`src/rtl/nibble_serial_add_ctrl_if.sv`:
```
// Operand request and result handshake bundle for the nibble-serial adder.
// The slave side is the sequencer, the master side is the requester/consumer.
interface nibble_serial_add_ctrl_if #(
  parameter int WIDTH = 16
);
  logic             in_valid;
  logic             in_ready;
  logic [WIDTH-1:0] in_a;
  logic [WIDTH-1:0] in_b;
  logic             in_sub;
  logic             out_valid;
  logic             out_ready;
  logic [WIDTH-1:0] out_sum;
  logic             out_cout;
  logic             out_ovf;

  modport master (
    output in_valid,
    input  in_ready,
    output in_a,
    output in_b,
    output in_sub,
    input  out_valid,
    output out_ready,
    input  out_sum,
    input  out_cout,
    input  out_ovf
  );

  modport slave (
    input  in_valid,
    output in_ready,
    input  in_a,
    input  in_b,
    input  in_sub,
    output out_valid,
    input  out_ready,
    output out_sum,
    output out_cout,
    output out_ovf
  );
endinterface

```
`src/rtl/nibble_serial_add_ctrl.sv`:
```
// WIDTH-bit add/subtract sequenced over a single 4-bit ripple slice,
// least significant nibble first, with valid/ready on both sides.
module ripple_carry_adder (
  input  logic [3:0] a,
  input  logic [3:0] b,
  input  logic       c_in,
  output logic [3:0] sum,
  output logic       c_out
);
  always_comb begin
    logic cy;
    cy  = c_in;
    sum = '0;
    for (int i = 0; i < 4; i++) begin
      sum[i] = a[i] ^ b[i] ^ cy;
      cy     = (a[i] & b[i]) | (cy & (a[i] ^ b[i]));
    end
    c_out = cy;
  end
endmodule

module nibble_serial_add_ctrl #(
  parameter int WIDTH = 16
) (
  input logic                    clk,
  input logic                    rst_n,
  nibble_serial_add_ctrl_if.slave bus
);
  localparam int NIB = WIDTH / 4;
  localparam int CW  = (NIB > 1) ? $clog2(NIB) : 1;

  typedef enum logic [1:0] {
    IDLE,
    RUN,
    DONE
  } state_t;

  state_t           state_q;
  logic [WIDTH-1:0] a_q;
  logic [WIDTH-1:0] b_q;
  logic [WIDTH-1:0] sum_q;
  logic [CW-1:0]    cnt_q;
  logic             carry_q;
  logic             in_ready_q;
  logic             out_valid_q;
  logic             cout_q;
  logic             ovf_q;

  logic [3:0] sl_a;
  logic [3:0] sl_b;
  logic [3:0] sl_sum;
  logic       sl_cout;
  logic       last;

  always_comb begin
    sl_a = '0;
    sl_b = '0;
    for (int i = 0; i < NIB; i++) begin
      if (cnt_q == CW'(i)) begin
        sl_a = a_q[4*i +: 4];
        sl_b = b_q[4*i +: 4];
      end
    end
  end

  assign last = (cnt_q == CW'(NIB - 1));

  ripple_carry_adder u_slice (
    .a     (sl_a),
    .b     (sl_b),
    .c_in  (carry_q),
    .sum   (sl_sum),
    .c_out (sl_cout)
  );

  always_ff @(posedge clk or negedge rst_n) begin
    if (!rst_n) begin
      state_q     <= IDLE;
      a_q         <= '0;
      b_q         <= '0;
      sum_q       <= '0;
      cnt_q       <= '0;
      carry_q     <= 1'b0;
      in_ready_q  <= 1'b1;
      out_valid_q <= 1'b0;
      cout_q      <= 1'b0;
      ovf_q       <= 1'b0;
    end else begin
      unique case (state_q)
        IDLE: begin
          if (bus.in_valid) begin
            a_q        <= bus.in_a;
            b_q        <= bus.in_sub ? ~bus.in_b : bus.in_b;
            carry_q    <= bus.in_sub;
            cnt_q      <= '0;
            in_ready_q <= 1'b0;
            state_q    <= RUN;
          end
        end
        RUN: begin
          for (int i = 0; i < NIB; i++) begin
            if (cnt_q == CW'(i)) begin
              sum_q[4*i +: 4] <= sl_sum;
            end
          end
          carry_q <= sl_cout;
          cnt_q   <= cnt_q + CW'(1);
          if (last) begin
            state_q     <= DONE;
            out_valid_q <= 1'b1;
            cout_q      <= sl_cout;
            // top nibble's sum bit 3 is the result MSB
            ovf_q       <= (a_q[WIDTH-1] == b_q[WIDTH-1])
                         & (sl_sum[3] != a_q[WIDTH-1]);
          end
        end
        DONE: begin
          if (bus.out_ready) begin
            out_valid_q <= 1'b0;
            in_ready_q  <= 1'b1;
            state_q     <= IDLE;
          end
        end
        default: begin
          state_q <= IDLE;
        end
      endcase
    end
  end

  assign bus.in_ready  = in_ready_q;
  assign bus.out_valid = out_valid_q;
  assign bus.out_sum   = sum_q;
  assign bus.out_cout  = cout_q;
  assign bus.out_ovf   = ovf_q;
endmodule

```
`src/flat_wrapper.sv`:
```
// flat-port wrapper written by rule: the top's interface ports become plain ports
module nibble_serial_add_ctrl_flat 
#(
  parameter int WIDTH = 16
)
  (clk, rst_n, bus_in_valid, bus_in_ready, bus_in_a, bus_in_b, bus_in_sub, bus_out_valid, bus_out_ready, bus_out_sum, bus_out_cout, bus_out_ovf);
  nibble_serial_add_ctrl_if #(.WIDTH(WIDTH)) bus_i ();
  input logic clk;
  input logic rst_n;
  input wire logic [$bits(bus_i.in_valid)-1:0] bus_in_valid;
  output wire logic [$bits(bus_i.in_ready)-1:0] bus_in_ready;
  input wire logic [$bits(bus_i.in_a)-1:0] bus_in_a;
  input wire logic [$bits(bus_i.in_b)-1:0] bus_in_b;
  input wire logic [$bits(bus_i.in_sub)-1:0] bus_in_sub;
  output wire logic [$bits(bus_i.out_valid)-1:0] bus_out_valid;
  input wire logic [$bits(bus_i.out_ready)-1:0] bus_out_ready;
  output wire logic [$bits(bus_i.out_sum)-1:0] bus_out_sum;
  output wire logic [$bits(bus_i.out_cout)-1:0] bus_out_cout;
  output wire logic [$bits(bus_i.out_ovf)-1:0] bus_out_ovf;
  assign bus_i.in_valid = bus_in_valid;
  assign bus_in_ready = bus_i.in_ready;
  assign bus_i.in_a = bus_in_a;
  assign bus_i.in_b = bus_in_b;
  assign bus_i.in_sub = bus_in_sub;
  assign bus_out_valid = bus_i.out_valid;
  assign bus_i.out_ready = bus_out_ready;
  assign bus_out_sum = bus_i.out_sum;
  assign bus_out_cout = bus_i.out_cout;
  assign bus_out_ovf = bus_i.out_ovf;
  nibble_serial_add_ctrl #(.WIDTH(WIDTH)) u_core (.clk(clk), .rst_n(rst_n), .bus(bus_i));
endmodule
```
`config.mk`:
```
export PLATFORM = sky130hd
export DESIGN_NAME = nibble_serial_add_ctrl_flat
export DESIGN_NICKNAME = d
export VERILOG_FILES = /design/src/rtl/nibble_serial_add_ctrl_if.sv /design/src/rtl/nibble_serial_add_ctrl.sv /design/src/flat_wrapper.sv
export SDC_FILE = /design/constraint.sdc
export NUM_CORES = 1
export LEC_CHECK = 0
export BUFFER_PORTS_ARGS = -buffer_cell sky130_fd_sc_hd__clkbuf_2
export CAP_MARGIN = 20
export CORE_ASPECT_RATIO = 2
export CORE_UTILIZATION = 54
export DETAILED_ROUTE_END_ITERATION = 12
export PLACE_DENSITY = 0.84
export SLEW_MARGIN = 5
export SYNTH_ARGS = -nofsm -noshare
export SYNTH_HDL_FRONTEND = slang
export SYNTH_SLANG_ARGS = --single-unit
```
`constraint.sdc`:
```
create_clock -name clk -period 4.5 [get_ports clk]
set_input_delay 0.225 -clock clk [delete_from_list [all_inputs] [get_ports clk]]
set_output_delay 0.225 -clock clk [all_outputs]
set_load 0.01 [all_outputs]
```
======== Word level (Yosys, flattened, before mapping) ========
Cells that the tools add are included.
word-level totals
  logic and storage cells ................. 83
  input port bits ......................... 37
  register bits ........................... 57
  output and inout port bits .............. 20
cells by class
  $add $sub $neg .......................... 1
  reductions and logical operators ........ 14
  mux-type cells .......................... 23
  bitwise gates (word level) .............. 22
  eq/ne operators ......................... 10
operators with widths
  cell                                           number
  2-to-1 mux 4 bit                               8
  2-to-1 mux 16 bit                              1
  inverter 16 bit                                1
  AND reduction 2 bit                            6
  AND 1 bit                                      9
  AND reduction 3 bit                            3
  2-to-1 mux 2 bit                               4
  bitwise XOR 1 bit                              8
  == test 2 bit, second input constant           3
  case mux 1 bit (2 select lines)                3
  case mux 2 bit (3 select lines)                1
  nonzero test 2 bit                             3
  2-to-1 mux 1 bit                               5
  == test 2 x 1 -> 1 bit, second input constant  2
  zero test 2 bit                                2
  != test 2 bit, second input constant           2
  OR 1 bit                                       4
  case mux 2 bit (2 select lines)                1
  adder 2 x 1 -> 2 bit, second input constant    1
  != test 2 x 1 -> 1 bit, second input constant  1
  == test 1 bit                                  1
  != test 1 bit                                  1

======== Logic depth before layout (Yosys ltp) ========
  depth after elaboration ................. 15
  depth in mapped cells ................... 16
  depth with buffers taken out ............ 15

======== Modules after synthesis ========
Synthesis repeated with hierarchy kept, for this count alone.
unflattened totals
  cells, all modules ...................... 272
  area, all modules ....................... 2730.1 um2
modules (own cells, without submodules)
  module                  area each (um2)  seq. area each (um2)  times used  cells an instance
  nibble_serial_add_ctrl  2612.5           1427.6                1           258
  ripple_carry_adder      117.6            0.0                   1           14

======== Least setup slack after synthesis ========
OpenSTA, ideal clock, no wires.
  path kind ............................... register -> register
  start point ............................. reg u_core.cnt_q[0]
  end point ............................... reg u_core.ovf_q, in the netlist u_core.bus.out_ovf
  stages on the path, launching flop included .. 16
  data required time ...................... 4417 ps
  setup slack ............................. 1307 ps
  arrival time ............................ 3110 ps
  clock period less this slack ............ 3193 ps
  library setup time ...................... 83 ps
  path buffers ............................ 0
  cells stage by stage .................... dfrtp_1 -> inv_1 -> ha_1 -> nor2b_1 -> a221o_1 -> a22oi_1 -> fa_1 -> inv_1 -> fa_1 -> inv_1 -> fa_1 -> inv_1 -> fa_1 -> and3b_1 -> a21oi_1 -> o21ai_0
between the ends
  cells in the longest elaborated chain, start to end .. 15
  elaborated cells on any way between the ends .. 29
  classes of those cells .................. 4 x eq/ne; 8 x mux; 15 x bitwise; 2 x reduce/logical
ends and longest elaborated chain
  what                            line                           source
  start, declared                 nibble_serial_add_ctrl.sv:42   logic [CW-1:0] cnt_q;
  start signal, assigned          nibble_serial_add_ctrl.sv:107  cnt_q <= cnt_q + CW'(1);
  zero test 2 bit                 nibble_serial_add_ctrl.sv:59   if (cnt_q == CW'(i)) begin
  2-to-1 mux 4 bit (4 in series)  nibble_serial_add_ctrl.sv:59
  bitwise XOR 1 bit               nibble_serial_add_ctrl.sv:16   cy = (a[i] & b[i]) | (cy & (a[i] ^ b[i]));
  AND 1 bit                       nibble_serial_add_ctrl.sv:16
  OR 1 bit                        nibble_serial_add_ctrl.sv:16
  AND 1 bit                       nibble_serial_add_ctrl.sv:16
  OR 1 bit                        nibble_serial_add_ctrl.sv:16
  AND 1 bit                       nibble_serial_add_ctrl.sv:16
  OR 1 bit                        nibble_serial_add_ctrl.sv:16
  bitwise XOR 1 bit *             nibble_serial_add_ctrl.sv:15   sum[i] = a[i] ^ b[i] ^ cy;
  via u_core.sl_sum[3]            nibble_serial_add_ctrl.sv:51   logic [3:0] sl_sum;
  != test 1 bit *                 nibble_serial_add_ctrl.sv:114  & (sl_sum[3] != a_q[WIDTH-1]);
  AND 1 bit *                     nibble_serial_add_ctrl.sv:114
  end signal, assigned            nibble_serial_add_ctrl.sv:113  ovf_q <= (a_q[WIDTH-1] == b_q[WIDTH-1])
  end, declared                   nibble_serial_add_ctrl.sv:47   logic ovf_q;
Mark *: on every way through the listed nets, which the timed path passes. The rest lies on a longest branch.
A chain may end at the register's enable or synchronous reset.

======== Worst setup path in the final report ========
  start point ............................. reg u_core.cnt_q[1]
  end point ............................... reg u_core.ovf_q, in the netlist u_core.bus.out_ovf
Same word-level chain as after synthesis.

==> impl_metrics.csv <==
group,metric,value,unit
cts,post-cts-setup-buffer-count,0,
floorplan,io_pins,57,
sta,finalSetupViolCount,0,
route,ant_nets,0,
critical_path,crit-reg2reg-capture,"u_core.bus.out_ovf",
placement,gp_congestion,0.840,
final_layout,final_cells,388,
sta,rsz0062_at_grt,"no",
sta,hold_viol_final,0,
route,wire_per_inst,14.0,um
final_layout,diodes,0,
logic_synthesis,yosysSeqAreaShare,52.3,%
global_route,antenna_found_initial,0,
sta,worstMarginPinSlew,1020,ps
route,drt_iter0_drc,50,
logic_synthesis,ys_ff_latch,57,
placement,dpl.cell_count,372,
final_layout,syn_to_final_growth,16.7,%
critical_path,cpMaxStageDelayCell,"fa_1",
hold_path,hp-class,"in2async",
cts,cts_tree,"yes",
critical_path,slowest_delay,480,ps
final_layout,final_util,65.5,%
cts,cts_made_buffers,9,
final_layout,layout_commonest_cell,"nand2_1",
sta,fin_tns_setup,0,ps
cts,clock_latency,330,ps
floorplan,coreArea,4860,um^2
critical_path,end_kind,"flip-flop",
cts,cts_resized,0,
sta,relSlewSlack,32.2,%
critical_path,criticalPathCategory,"reg2reg",
run_status,status,"complete, no violations",
logic_synthesis,syn_inst,273,
placement,port_buffers,56,
critical_path,worstSetupStartpointType,"flip-flop",
pwr,power_density,776,nW/um^2
placement,place_hpwl,4.02,mm
floorplan,start_util,56.1,%
logic_synthesis,synth_top_area_cell,"dfrtp_1",
cts,cts_buffer_depth,2,
logic_synthesis,synth_top_area_share,51.3,%
logic_synthesis,synth_cell_types,33,
final_layout,final_nets,371,
sta,slew_violations,0,
floorplan,die-area,5360,um^2
critical_path,required,4750,ps
global_route,grt_max_degree,58,
sta,fin_crit,3620,ps
critical_path,worstRegToRegCells,15,
cts,clk_pin_slew,60,ps
cts,cts_sinks,57,
critical_path,crit_arrival,3870,ps
logic_synthesis,synth_fp_nets,318,
global_route,grt_pass1_wl,8.85,mm
route,totalWireLength,5.45,mm
sta,fin_worst_skew,6.67,ps
pwr,p_leak,1.59,nW
critical_path,reg2reg_slack,880,ps
critical_path,rr_startpoint,"u_core.cnt_q[1]",
run,drv_cap,0,
logic_synthesis,yosys-top-cells-area,"dfrtp_1, nand2_1, xnor2_1",
pwr,total_power,2.47,mW
route,post-route-drc-count,0,
final_layout,final_cell_mix,"nand2_1, clkbuf_2, dfrtp_1",
critical_path,path_max_fanout,12,
cts,cts_root_buffer,"clkbuf_8",
final_layout,drive_gt1_share,25.4,%
floorplan,num_rows,36,
global_route,track_usage,23.0,%
sta,fmax,276,MHz
route,drt_pass1_iterations,5,
logic_synthesis,syn_area_per_cell,10.0,um^2
cts,cts_max_level,3,
critical_path,path_cells,"inv_1 > ha_1 > nor2b_1 > a221o_1 > a22oi_1 > fa_1 > inv_1 > fa_1 > inv_1 > fa_1 > inv_1 > fa_1 > and3b_1 > a21oi_1 > o21ai_0",
sta,min_period_over_period,80.5,%
global_route,grt_pass1_vias,1870,
global_route,grt_overflow_total,0,
pwr,ir_worst_vdd,0.528,mV
route,vias,2059,
floorplan,die_h,103,um
logic_synthesis,ys.warnings.count,0,
logic_synthesis,synth_area,2730,um^2
route,vias_per_cell,5.31,
cts,cts_hold_buf,0,
floorplan,die_x,52.3,um
==> per-stage QoR <==
stage,hold WS [ps],instance area [um^2],setup WS (ps)
floorplan,-70.6,2730,1310
global placement,387,2980,1060
detailed placement,396,3010,912
CTS,42.3,3190,897
global route,87.6,3190,623
finish,24.3,3190,875
==> metal layers <==
layer  global-route usage (%)  vias up  share of wire [%]
met3                     5.16       12                4.3
met2                     39.9       56                 54
met5                        0        -                  0
li1                         -     1012                  -
met1                     25.4      979                 39
met4                     11.9        0                3.0
==> synthesized netlist by cell type <==
master    instances
dfstp_2           1
o21ai_0          22
dfrtp_1          56
nand3_1           1
and3b_1           1
nor2b_1           3
a221oi_1          2
clkbuf_1          3
or3b_1            1
nand3b_1          3
ha_1              4
and2b_1           1
nand2b_1          2
inv_1            14
a221o_1           5
a21oi_1          12
buf_4             4
xor2_1            3
xnor2_1          13
nand2_1          73
mux2_2            9
nor3b_4           1
a22o_1            2
nor3_1            1
fa_1              4
clkbuf_2          1
buf_2             5
o21ai_1          13
a22oi_1           4
buf_6             3
nor2_1            2
nand3b_2          1
o31ai_1           3
==> power breakdown <==
group,leakage [nW],total (mW),internal (mW),switching (mW)
Sequential,0.702,0.927,0.759,0.168
Clock,0.0932,0.411,0.227,0.184
Combinational,0.791,1.13,0.494,0.641
==> worst max-delay path: cells and delay by family, from the launching register on <==
kind,cells,cell delay (ps)
AOI/OAI and AO/OA,4,490
buffers and inverters,4,310
and+or+nand+nor,2,640
adders and majority gates,5,1730
DFF,1,380
==> kinds of logic after synthesis <==
family,synth area share (%)
XOR/XNOR,5.13
flip-flops,52.3
multiplexers,3.71
AO/OA/AOI/OAI,13.7
adder cells (fa/ha/maj),4.77
buffers and inverters,5.77
AND/OR/NAND/NOR,14.7
==> sequential cells by signal, indices dropped and copies added (netlist names) <==
register and flops:
u_core.a_q 16, u_core.b_q 16, u_core.bus.out_sum 16, u_core.cnt_q 2, u_core.state_q 2, u_core.bus.in_ready 1, u_core.bus.out_cout 1, u_core.bus.out_ovf 1
u_core.bus.out_valid 1, u_core.carry_q 1
==> layout make-up <==
cell class | count | area, um^2
clock inverters | 3 | 15.0
inverters | 14 | 52.6
repair buffers | 58 | 315
multi-input cells | 186 | 1140
flip-flops and latches | 57 | 1430
clock buffers | 13 | 159
well taps | 57 | 71.3
fillers | 420 | 1680
==> how the worst max path moves through the flow <==
stage                          startpoint  slack, ps            endpoint  depth (start not counted)
after global routing      u_core.cnt_q[1]        620  u_core.bus.out_ovf                         15
after floorplan           u_core.cnt_q[0]       1310  u_core.bus.out_ovf                         15
after global placement    u_core.cnt_q[0]       1060  u_core.bus.out_ovf                         14
after detailed placement  u_core.cnt_q[1]        910  u_core.bus.out_ovf                         15
final                     u_core.cnt_q[1]        880  u_core.bus.out_ovf                         15
after CTS                 u_core.cnt_q[1]        900  u_core.bus.out_ovf                         15
Power figures use the tool's default switching activity.
